$ cat src/rtl/puf_pkg.sv
// Shared types and constants for the arbiter-PUF evaluation controller.
package puf_pkg;

    localparam int unsigned DEF_N         = 128;
    localparam int unsigned DEF_RESP_BITS = 32;
    localparam int unsigned DEF_SETTLE    = 8;
    localparam int unsigned DEF_VOTES     = 5;

    typedef enum logic [2:0] {
        ST_IDLE,
        ST_LOAD,
        ST_FIRE,
        ST_WAIT,
        ST_SAMPLE,
        ST_DONE
    } puf_state_t;

    // Right-shifting Galois masks, right-aligned: term x^e maps to bit e-1.
    function automatic logic [127:0] lfsr_taps(input int unsigned n);
        case (n)
            128:     return {8'hE1, 120'h0};
            64:      return {64'h0, 64'hD800_0000_0000_0000};
            32:      return {96'h0, 32'h8020_0003};
            default: return '0;
        endcase
    endfunction

endpackage

$ cat src/rtl/puf_eval_ctrl_if.sv
// Host-side request/response handshake of the PUF evaluation controller.
interface puf_eval_ctrl_if #(
    parameter int unsigned N         = 128,
    parameter int unsigned RESP_BITS = 32
);
    logic                 start_valid;
    logic                 start_ready;
    logic [N-1:0]         seed;
    logic                 resp_valid;
    logic                 resp_ready;
    logic [RESP_BITS-1:0] resp_data;
    logic                 busy;

    modport master (
        output start_valid, seed, resp_ready,
        input  start_ready, resp_valid, resp_data, busy
    );

    modport slave (
        input  start_valid, seed, resp_ready,
        output start_ready, resp_valid, resp_data, busy
    );
endinterface

$ cat src/rtl/puf_sync2.sv
// Two-flop synchronizer for the asynchronous arbiter latch output.
module puf_sync2 (
    input  logic clk,
    input  logic rst,
    input  logic d,
    output logic q
);
    logic meta;

    always_ff @(posedge clk or posedge rst) begin
        if (rst) begin
            meta <= 1'b0;
            q    <= 1'b0;
        end else begin
            meta <= d;
            q    <= meta;
        end
    end
endmodule

$ cat src/rtl/puf_eval_ctrl.sv
// Arbiter-PUF evaluation controller: LFSR-expanded challenges, race launch, synchronized sampling.
// Optional PUF_MAJORITY_VOTE_EN: evaluate each bit VOTES times and take the majority.
module puf_eval_ctrl
    import puf_pkg::*;
#(
    parameter int unsigned N         = DEF_N,
    parameter int unsigned RESP_BITS = DEF_RESP_BITS,
    parameter int unsigned SETTLE    = DEF_SETTLE,
    parameter int unsigned VOTES     = DEF_VOTES
) (
    input  logic                clk,
    input  logic                rst,
    puf_eval_ctrl_if.slave      host,
    output logic [N-1:0]        challenge,
    output logic                race0,
    output logic                race1,
    input  logic                puf_out
);

    localparam logic [N-1:0] TAPS = N'(lfsr_taps(N));
    localparam int unsigned  CW   = $clog2(SETTLE + 2);
    localparam int unsigned  KW   = (RESP_BITS > 1) ? $clog2(RESP_BITS) : 1;

    if (!(N == 128 || N == 64 || N == 32) || RESP_BITS < 1 || RESP_BITS > 64 ||
        SETTLE < 2 || VOTES < 1 || (VOTES % 2) == 0) begin : g_bad_cfg
        $error("puf_eval_ctrl: unsupported parameter combination");
    end

    puf_state_t     state;
    logic           race;
    logic [CW-1:0]  cnt;
    logic [KW-1:0]  k;
    logic           sampled;
    logic           bit_done;
    logic           bit_val;

    puf_sync2 u_sync (
        .clk (clk),
        .rst (rst),
        .d   (puf_out),
        .q   (sampled)
    );

    // Both race inputs come from one flop so the edges launch together.
    assign race0 = race;
    assign race1 = race;

    function automatic logic [N-1:0] lfsr_step(input logic [N-1:0] c);
        return (c >> 1) ^ (c[0] ? TAPS : '0);
    endfunction

`ifdef PUF_MAJORITY_VOTE_EN
    localparam int unsigned VW = $clog2(VOTES + 1);
    localparam int unsigned EW = (VOTES > 1) ? $clog2(VOTES) : 1;

    logic [VW-1:0] votes;
    logic [VW-1:0] votes_nxt;
    logic [EW-1:0] ev;

    always_comb begin
        votes_nxt = votes + VW'(sampled);
        bit_done  = (ev == EW'(VOTES - 1));
        bit_val   = (votes_nxt > VW'(VOTES / 2));
    end
`else
    always_comb begin
        bit_done = 1'b1;
        bit_val  = sampled;
    end
`endif

    always_ff @(posedge clk or posedge rst) begin
        if (rst) begin
            state            <= ST_IDLE;
            challenge        <= '0;
            race             <= 1'b0;
            cnt              <= '0;
            k                <= '0;
            host.start_ready <= 1'b0;
            host.resp_valid  <= 1'b0;
            host.resp_data   <= '0;
            host.busy        <= 1'b0;
`ifdef PUF_MAJORITY_VOTE_EN
            votes            <= '0;
            ev               <= '0;
`endif
        end else begin
            case (state)
                ST_IDLE: begin
                    host.start_ready <= 1'b1;
                    if (host.start_valid && host.start_ready) begin
                        challenge        <= (host.seed == '0) ? '1 : host.seed;
                        host.resp_data   <= '0;
                        host.start_ready <= 1'b0;
                        host.busy        <= 1'b1;
                        k                <= '0;
                        cnt              <= CW'(SETTLE - 1);
`ifdef PUF_MAJORITY_VOTE_EN
                        votes            <= '0;
                        ev               <= '0;
`endif
                        state            <= ST_LOAD;
                    end
                end
                ST_LOAD: begin
                    if (cnt == '0) begin
                        race  <= 1'b1;
                        state <= ST_FIRE;
                    end else begin
                        cnt <= cnt - 1'b1;
                    end
                end
                ST_FIRE: begin
                    cnt   <= CW'(SETTLE + 1);
                    state <= ST_WAIT;
                end
                ST_WAIT: begin
                    if (cnt == '0) state <= ST_SAMPLE;
                    else           cnt   <= cnt - 1'b1;
                end
                ST_SAMPLE: begin
                    race  <= 1'b0;
                    cnt   <= CW'(SETTLE - 1);
                    state <= ST_LOAD;
`ifdef PUF_MAJORITY_VOTE_EN
                    votes <= bit_done ? '0 : votes_nxt;
                    ev    <= bit_done ? '0 : ev + 1'b1;
`endif
                    // Challenge only moves here, in the same edge that drops the race lines.
                    if (bit_done) begin
                        host.resp_data[k] <= bit_val;
                        challenge         <= lfsr_step(challenge);
                        k                 <= k + 1'b1;
                        if (k == KW'(RESP_BITS - 1)) begin
                            host.resp_valid <= 1'b1;
                            host.busy       <= 1'b0;
                            state           <= ST_DONE;
                        end
                    end
                end
                ST_DONE: begin
                    if (host.resp_ready) begin
                        host.resp_valid  <= 1'b0;
                        host.start_ready <= 1'b1;
                        state            <= ST_IDLE;
                    end
                end
                default: state <= ST_IDLE;
            endcase
        end
    end

endmodule

$ cat src/flat_wrapper.sv
// flat-port wrapper written by rule: the top's interface ports become plain ports
module puf_eval_ctrl_flat import puf_pkg::*;
#(
    parameter int unsigned N         = DEF_N,
    parameter int unsigned RESP_BITS = DEF_RESP_BITS,
    parameter int unsigned SETTLE    = DEF_SETTLE,
    parameter int unsigned VOTES     = DEF_VOTES
)
  (clk, rst, challenge, race0, race1, puf_out, host_start_valid, host_seed, host_resp_ready, host_start_ready, host_resp_valid, host_resp_data, host_busy);
  puf_eval_ctrl_if #(.N(N), .RESP_BITS(RESP_BITS)) host_i ();
  input  logic clk;
  input  logic rst;
  output logic [N-1:0] challenge;
  output logic race0;
  output logic race1;
  input  logic puf_out;
  input wire logic [$bits(host_i.start_valid)-1:0] host_start_valid;
  input wire logic [$bits(host_i.seed)-1:0] host_seed;
  input wire logic [$bits(host_i.resp_ready)-1:0] host_resp_ready;
  output wire logic [$bits(host_i.start_ready)-1:0] host_start_ready;
  output wire logic [$bits(host_i.resp_valid)-1:0] host_resp_valid;
  output wire logic [$bits(host_i.resp_data)-1:0] host_resp_data;
  output wire logic [$bits(host_i.busy)-1:0] host_busy;
  assign host_i.start_valid = host_start_valid;
  assign host_i.seed = host_seed;
  assign host_i.resp_ready = host_resp_ready;
  assign host_start_ready = host_i.start_ready;
  assign host_resp_valid = host_i.resp_valid;
  assign host_resp_data = host_i.resp_data;
  assign host_busy = host_i.busy;
  puf_eval_ctrl #(.N(N), .RESP_BITS(RESP_BITS), .SETTLE(SETTLE), .VOTES(VOTES)) u_core (.clk(clk), .rst(rst), .host(host_i), .challenge(challenge), .race0(race0), .race1(race1), .puf_out(puf_out));
endmodule
$ cat config.mk
export PLATFORM = sky130hd
export DESIGN_NAME = puf_eval_ctrl_flat
export DESIGN_NICKNAME = d
export VERILOG_FILES = /design/src/rtl/puf_pkg.sv /design/src/rtl/puf_eval_ctrl_if.sv /design/src/rtl/puf_sync2.sv /design/src/rtl/puf_eval_ctrl.sv /design/src/flat_wrapper.sv
export SDC_FILE = /design/constraint.sdc
export NUM_CORES = 1
export LEC_CHECK = 0
export CORE_MARGIN = 4
export CORE_UTILIZATION = 50
export CTS_BUF_LIST = sky130_fd_sc_hd__clkbuf_2 sky130_fd_sc_hd__clkbuf_4 sky130_fd_sc_hd__clkbuf_8
export DETAILED_ROUTE_END_ITERATION = 7
export PLACE_DENSITY = 0.95
export SETUP_SLACK_MARGIN = 0.05
export SLEW_MARGIN = 25
export SYNTH_ARGS = -nofsm -noshare
export SYNTH_HDL_FRONTEND = slang
export SYNTH_SLANG_ARGS = --single-unit
$ cat constraint.sdc
create_clock -name clk -period 18.77 [get_ports clk]
set_clock_uncertainty 0.15 [all_clocks]
set_input_delay 3.754 -clock clk [delete_from_list [all_inputs] [get_ports clk]]
set_output_delay 3.754 -clock clk [all_outputs]
set_load 0.01 [all_outputs]
==> summary.md <==
| Metric | Value |
|---|---|
| Clock share of power | `0.159` |
| Maximum VDD drop | `80.44 uV` |
| Clock transition at the registers of the reported paths | `around 0.090 ns` |
| Status | `finished, final reports clean` |
| Post-Synth XOR/XNOR Area | `0.003925` |
| Post-CTS sizing | `0` |
| Asr flop ratio synth | `1.000` |
| Delay of the slowest critical-path stage | `between 0.6 and 0.7 ns` |
| Initial Utilization | `0.5124` |
| Fin crit share | `0.3635` |
| RePlAce Congestion | `0.9503` |
| Mapped Area | `0.008925 sq mm` |
| Routed len/inst | `20.04 um` |
| Post-synthesis mux area share | `0.003365` |
| Clock root buffer | `clkbuf_8` |
| Req. time, crit path | `roughly 19 ns` |
| WP data arrival | `around 7 ns` |
| Nets | `approximately 1,400` |
| Global-route wire length before repair | `roughly 45,000 um` |
| Cell row count | `48` |
| Ranking of synthesized cells by area | `dfrtp_1 50%, a32oi_1 12%, nand2_1 12%` |
| Avg Inst Size Synth | `8.907 sq um` |
| Sequential power share | `0.396` |
| Critical path's slowest cell | `nor4_2` |
| Worst slew pin tran | `0.9919 ns` |
| Post-synth cell types | `39` |
| Area share of the largest cell type after synthesis | `0.4991` |
| Worst skew pair latency | `~0.46 ns` |
| Area delta synth->final | `37.67%` |
| # H-tree levels | `4` |
| Fin area | `approximately 0.012 sq mm` |
| Most frequent cells in the layout | `297 x clkdlybuf4s50_1, 284 x nand2_1, 178 x dfrtp_1, 125 x nor3_1, 124 x a32oi_1` |
| Hold WS | `~0.2 ns` |
| Vias per Instance | `around 6.3` |
| CTS Hold Bufs | `0` |
| Min-Delay Path Class | `flop to flop` |
| Share of post-route cells with drive strength above 1 | `0.03812` |
| Total of max-cap violations | `0` |
| Routed via count | `9,165` |
| Compound-gate portion of the synthesized area | `0.1932` |
| DIE WIDTH | `around 140 um` |
| Synth Instances | `1,002` |
| Worst rel slew slack | `0.3387` |
| Worst setup SP type | `input pin` |
| NetSw | `about 0.66 mW` |
| Vias in the first global route | `roughly 8,700` |
| ANT nets after route | `0` |
| WS Path Type | `input pin to flop` |
| Largest family of logic cells by synthesized area | `simple AND/OR/NAND/NOR gates` |
| Synth Area in Simple Gates | `0.2416` |
| RSZ-0062 raised after global routing | `no` |
| Max Root-Sink Buffers | `2` |
| Setup violations, final | `0` |
| Internal power | `between 1 and 1.5 mW` |
| Pin count of the biggest net entering global routing | `120` |
| Setup TNS | `0 ns` |
| Clk sinks | `178` |
| PwrDens | `~150 mW/mm^2` |
| GRT overflow | `0` |
| Crit path time final | `around 6.8 ns` |
| Inserted Clock Buffers | `17` |
| Sw Ratio | `0.3633` |
| Post-Syn Nets | `about 1,100` |
| Placed Area | `0.01184 sq mm` |
| 1st-iter DRT viols | `roughly 700` |
| Synth warn | `0` |
| Post-synth EDFFs | `0` |
| Crit-path cells | `clkdlybuf4s50_1 -> nor4_1 -> nand4_1 -> nor4_2 -> nand2_4 -> buf_4 -> a32oi_1` |
| Number of synthesized register bits | `between 150 and 200` |
| Post-Route Utilization | `0.7055` |
| Crit path buffers/inverters | `2` |
| Initial antenna violation count | `0` |
| DRC | `0` |
| Combinational Power Share | `0.446` |
| Total track usage | `0.2782` |
| DIE HEIGHT | `141.6 um` |
| Most common cell after layout, fill and taps aside | `clkdlybuf4s50_1` |
| Post-CTS setup repair buffer count | `0` |
| I/O pin count | `298` |
| HPWL Detailed | `between 20,000 and 25,000 um` |
| Crit path max-delay family | `simple AND/OR/NAND/NOR gates` |
| Synth Flop Type | `dfrtp_1` |
| Seq/Total Area, Yosys | `0.4991` |
| Final wirelength | `~29,000 um` |
| Max Fanout on Critical Path | `67` |
| 1st-pass router iterations | `7` |
| Full die area | `roughly 0.02 sq mm` |
| Slew Viols, Final | `0` |
| Yosys top cell by area | `dfrtp_1` |
| Hold Fails Final Rpt | `0` |
| Max Fclk | `around 150 MHz` |
| CTS tree | `built` |
| Core ar. | `about 0.017 sq mm` |
| Crit path capture type | `flop` |
| Ant diodes | `0` |
| Adder-cell share of the synthesized area | `0.008412` |
| Lkg Pwr | `between 4 and 5 nW` |
| Port bufs | `between 200 and 300` |
## power groups by stage
stage	clock network (mW)	registers [mW]	logic, mW
6_report	0.290	0.722	0.814
3_3_place_gp	0	0.715	0.783
4_1_cts	0.294	0.718	0.817
2_1_floorplan	0	0.756	0.309
5_1_grt	0.310	0.745	0.873
3_5_place_dp	0	0.724	0.813
## metal layers
layer / global-route usage / share of wire / up-vias / wire (um)
li1: - / - / 4164 / -
met1: 0.3637 / 0.40 / 4427 / 11570
met2: 0.4443 / 0.49 / 483 / 14360
met3: 0.05831 / 0.072 / 91 / 2113
met4: 0.1328 / 0.040 / 0 / 1176
met5: 0 / 0 / - / 0
## worst paths after layout
path                                              start                                   end  slack, ns  cells after the start
setup / recovery                          host_seed[73]     u_core.challenge[123]$_DFFE_PP0P_      11.95                      7
hold / removal             u_core.u_sync.meta$_DFF_PP0_             u_core.u_sync.q$_DFF_PP0_       0.21                      0
setup reg to reg            u_core.state[0]$_DFFE_PP0P_  u_core.host.resp_data[3]$_DFFE_PP0P_      15.05                      6
hold reg to reg            u_core.u_sync.meta$_DFF_PP0_             u_core.u_sync.q$_DFF_PP0_       0.21                      0
max in group asynchronous                           rst      u_core.challenge[13]$_DFFE_PP0P_      13.36                      3
min in group asynchronous                           rst  u_core.host.resp_data[0]$_DFFE_PP0P_       3.70                      2
## metrics by stage
stage	total power, mW	instances	setup slack, ns
2_1_floorplan	1.065	1002	10.04
3_3_place_gp	1.498	1427	11.50
5_1_grt	1.928	1458	11.79
4_1_cts	1.830	1458	11.99
3_5_place_dp	1.537	1427	11.49
6_report	1.826	1458	11.95
## area by class of cell
class | instances | area [sq um]
flip-flops and latches | 178 | 4454
clock buffers | 21 | 289.0
multi-input cells | 713 | 4048
clock inverters | 10 | 147.6
well taps | 225 | 281.5
inverters | 7 | 33.78
fillers | 1244 | 5130
repair buffers | 304 | 3033
## registers in the layout, summed over array words and instances, names as in the netlist
register / flops
u_core.host.start_ready: 1
u_core.challenge: 128
u_core.u_sync.meta: 1
u_core.u_sync.q: 1
u_core.host.resp_data: 32
u_core.host.busy: 1
u_core.k: 5
u_core.race0: 1
u_core.host.resp_valid: 1
u_core.state: 3
u_core.cnt: 4
## cell families after synthesis
group | count (synthesis)
adders and majority gates | 6
DFF | 178
xor gates and xnor gates | 4
and+or+nand+nor | 487
AOI/OAI and AO/OA | 213
buffers and inverters | 111
muxes | 3
## cells in the mapped netlist, drive strengths merged, types with 2 or more instances
cell and number:
a211oi 4, nor4 34, ha 6, o21ai 7, or3 2, buf 17
nand2 286, nor3 125, a21oi 6, xnor2 4, o22a 3, a22o 2
nand4 9, dfrtp 178, a32oi 124, clkbuf 87, nor2b 2, a31oi 4
mux2i 3, nand3 7, inv 7, nor2 13, nand3b 3, o31ai 31
o211ai 29
(Power assumes the default switching activity.)
==> RTL change 1: new RTL, same settings <==
Build with the macro `PUF_MAJORITY_VOTE_EN` defined.
--- a/src/rtl/puf_eval_ctrl.sv
+++ b/src/rtl/puf_eval_ctrl.sv
@@ -1,5 +1,7 @@
 // Arbiter-PUF evaluation controller: LFSR-expanded challenges, race launch, synchronized sampling.
 // Optional PUF_MAJORITY_VOTE_EN: evaluate each bit VOTES times and take the majority.
+`define PUF_MAJORITY_VOTE_EN
+
 module puf_eval_ctrl
     import puf_pkg::*;
 #(
Check against the original RTL: no difference found for any inputs over 4 cycles, from zero or initial values and one cycle with rst high; that may be too few to reach the edited logic, so the function may still have changed.
==> RTL change 1 against the unedited design <==
Worst setup slack got worse by 0.30 ns; area after synthesis rose by 8.4%; sequential cell count increased by 6; core utilization is 1.3 points lower; global-route usage barely moved; wire length is 5.3% higher; cell area rose by 6.5%; sequential share of layout area is 1.1 points lower; critical endpoint is now u_core.challenge[21]; highest routed layer unchanged.
Power is not compared: it rests on default switching activity, and its combinational part moved more than twofold at a synthesized area within 25%.
==> RTL change 1: results (changes against the unedited design) <==
- outcome: completed
- number of instances in the synthesized netlist: 1039, +3.7%
- area taken by flip-flops and latches: 4600 µm², +3.4%
- R2R Path Start: u_core.state[2]
- largest driver fanout on the critical path: 47, -30%
- layout cell share with drive strength beyond 1: 0.127, +0.0893
- Syn Nets: 1182, +3.6%
- buffer count excluding the clock tree in the final layout: 307, +0.99%
- routed wirelength normalized by instance count: 19.7 µm, -1.7%
- chip width: 147 µm, +3.9%
- sequential share of cell area: 0.352, -0.0108
- arrival time worst endpoint: 7.33 ns, +0.30 ns
- final-stage net count: 1433, +5.4%
- DP Wirelength: 22000 µm, +9.8%
- Vias/cell: 5.82, -7.5%
- final-layout clock-cell area share: 0.0298, -0.00572
- sequential-to-total area share from yosys stat: 0.476, -0.0231
- met3 GRT Util: 0.0691, +0.0108
- synthesized-area fraction occupied by xor and xnor cells: 0.00634, +0.00241
- maximum number of pins on one net before global-route repair: 96, -20%
- placer's final routability congestion estimate: 0.897, -5.7%
- adder and majority gate portion of the synthesized area: 0.0129, +0.00452
- number of distinct library cells after synthesis: 45, +15%
- first-pass GRT wire length: 48800 µm, +8.1%
- multi-input logic area: 4180 µm², +3.4%
- critical path's slowest cell: sky130_fd_sc_hd__nor4_1
- met2 layer usage reported by global route: 0.466, +0.0220
- wire length on met2: 15200 µm, +6.1%
- overall global routing resource usage: 0.278, about the same
- placed instance count: 1530, +7.2%
- share of synthesized area spent on multiplexers: 0, -0.00336
- iteration-0 DRC count of the detailed router: 603, -14%
- count of fill cells added during filler insertion: 1391, +12%
- complex-gate fraction of the synthesized area: 0.235, +0.0414
==> RTL change 1: cell families (layout without fill, tap and decap cells) <==
kind of cell | Yosys count | in the layout
buffers and inverters | 212 | 476
AO/OA/AOI/OAI | 268 | 268
flip-flops | 184 | 184
AND/OR/NAND/NOR | 358 | 358
adder cells (fa/ha/maj) | 10 | 10
XOR/XNOR | 7 | 7
==> RTL change 1: how the worst max path moves through the flow <==
stage,start,end,slack (ns),cells past startpoint
6_report,host_seed[124],u_core.challenge[21],11.65,9
5_1_grt,host_seed[124],u_core.challenge[15],11.62,9
4_1_cts,host_start_valid,u_core.challenge[51],11.68,8
3_5_place_dp,host_start_valid,u_core.challenge[36],11.17,8
3_3_place_gp,host_start_valid,u_core.challenge[36],11.21,8
2_1_floorplan,rst,u_core.challenge[0],9.87,1
==> RTL change 2: new RTL, config.mk and constraints unchanged <==
Without the edit above. Make the reset (`rst`) synchronous in 2 clocked blocks. Comments in the files are not updated.
--- a/src/rtl/puf_sync2.sv
+++ b/src/rtl/puf_sync2.sv
@@ -7,7 +7,7 @@
 );
     logic meta;
 
-    always_ff @(posedge clk or posedge rst) begin
+    always_ff @(posedge clk) begin
         if (rst) begin
             meta <= 1'b0;
             q    <= 1'b0;
--- a/src/rtl/puf_eval_ctrl.sv
+++ b/src/rtl/puf_eval_ctrl.sv
@@ -69,7 +69,7 @@
     end
 `endif
 
-    always_ff @(posedge clk or posedge rst) begin
+    always_ff @(posedge clk) begin
         if (rst) begin
             state            <= ST_IDLE;
             challenge        <= '0;
Behaviour: differs if rst is asserted again (counterexample within 4 cycles, from zero or initial values and one cycle with rst high); with rst held inactive, the same outputs for 4 cycles.
==> RTL change 2 against the unedited design <==
First-iteration DRC count grew 26%; wire length grew 4.8%; worst setup slack lost 0.28 ns; total power shrank 26%; cell area grew 0.10%; area after synthesis grew 1.6%; critical endpoint is now u_core.challenge[12]; sequential power shrank 25%; sequential cell count is the same; register-to-register slack gained 0.09 ns; critical path type unchanged; critical path depth grew 1.
==> RTL change 2: results (changes against the unedited design) <==
- DP Wirelength: 21700 µm, +8.2%
- iteration-0 DRC count of the detailed router: 878, +26%
- largest cells by area after synthesis: sky130_fd_sc_hd__dfxtp_1 39%, sky130_fd_sc_hd__a2111oi_2 19%, sky130_fd_sc_hd__nor3_1 7.3%
- fraction of power spent switching nets: 0.369, +0.00607
- most frequent cells after synthesis: 178 x sky130_fd_sc_hd__dfxtp_1, 142 x sky130_fd_sc_hd__nor2_1, 133 x sky130_fd_sc_hd__inv_1, 132 x sky130_fd_sc_hd__nor3_1, 117 x sky130_fd_sc_hd__a2111oi_2
- Syn Nets: 1197, +4.9%
- number of instances in the synthesized netlist: 1058, +5.6%
- routed wirelength normalized by instance count: 20.2 µm, +0.63%
- critical path's slowest cell: sky130_fd_sc_hd__nor4_1
- number of iterations in the first detailed-routing pass: 6, -1
- number of global-route vias before repair: 8861, +2.0%
- static leakage power: 4.65 nW, -5.3%
- final wirelength: 30600 µm, +4.8%
- stage delay of the slowest cell on the critical path: 0.71 ns, +0.10 ns
- maximum number of pins on one net before global-route repair: 93, -23%
- primary flip-flop cell chosen by synthesis mapping: sky130_fd_sc_hd__dfxtp_1
- IR drop worst, VDD: 0.0972 mV, +21%
- first-pass GRT wire length: 47100 µm, +4.5%
- minimum setup slack after placement: 11.33 ns, -0.158 ns
- remaining max-slew budget at the tightest pin: 0.321, -0.0178
- sequential-to-total area share from yosys stat: 0.393, -0.106
- placed instance count: 1487, +4.2%
- largest driver fanout on the critical path: 58, -13%
- overall global routing resource usage: 0.287, +0.00839
- routed via count: 9265, +1.1%
- layout cell share with drive strength beyond 1: 0.129, +0.0910
- outcome: completed
- met1 capacity usage during global routing: 0.354, -0.00934
-- RTL change 2: cells by family after synthesis --
| logic type | share of synthesized area |
|---|---|
| compound gates | 0.273 |
| fa+ha+maj | 0.00828 |
| flops | 0.393 |
| buf+inv | 0.111 |
| xor+xnor | 0.00386 |
| simple gates | 0.211 |
-- RTL change 2: cell type report --
class / count / share of cell area
Multi-Input combinational cell: 645 / 0.368
Sequential cell: 178 / 0.290
Timing Repair Buffer: 306 / 0.248
Inverter: 133 / 0.0406
Tap cell: 225 / 0.0229
Clock buffer: 20 / 0.0219
Clock inverter: 11 / 0.00855
Antenna cell: 1 / 0.000203
-- RTL change 2: metal layers --
| layer | up-vias | routed length, µm |
|---|---|---|
| met4 | 0 | 1460 |
| met3 | 90 | 2590 |
| met2 | 524 | 14800 |
| met1 | 4402 | 11800 |
| li1 | 4249 | - |
| met5 | - | 0 |
-- RTL change 2: path summary, 6_finish.rpt --
path	cells after the start	startpoint	end	slack, ns
worst max-delay path	8	host_seed[87]	u_core.challenge[12]	11.66
worst min-delay path	1	u_core.u_sync.meta	u_core.u_sync.q	0.31
worst max register to register	6	u_core.state[0]	u_core.challenge[12]	15.14
worst min register to register	1	u_core.u_sync.meta	u_core.u_sync.q	0.31
-- RTL change 2: power by group through the flow --
stage	Combinational (mW)	Clock [mW]	Sequential (mW)
finish	0.560	0.257	0.542
detailed placement	0.558	0	0.547
global route	0.601	0.276	0.552
floorplan	0.302	0	0.559
global placement	0.539	0	0.544
CTS	0.561	0.261	0.540
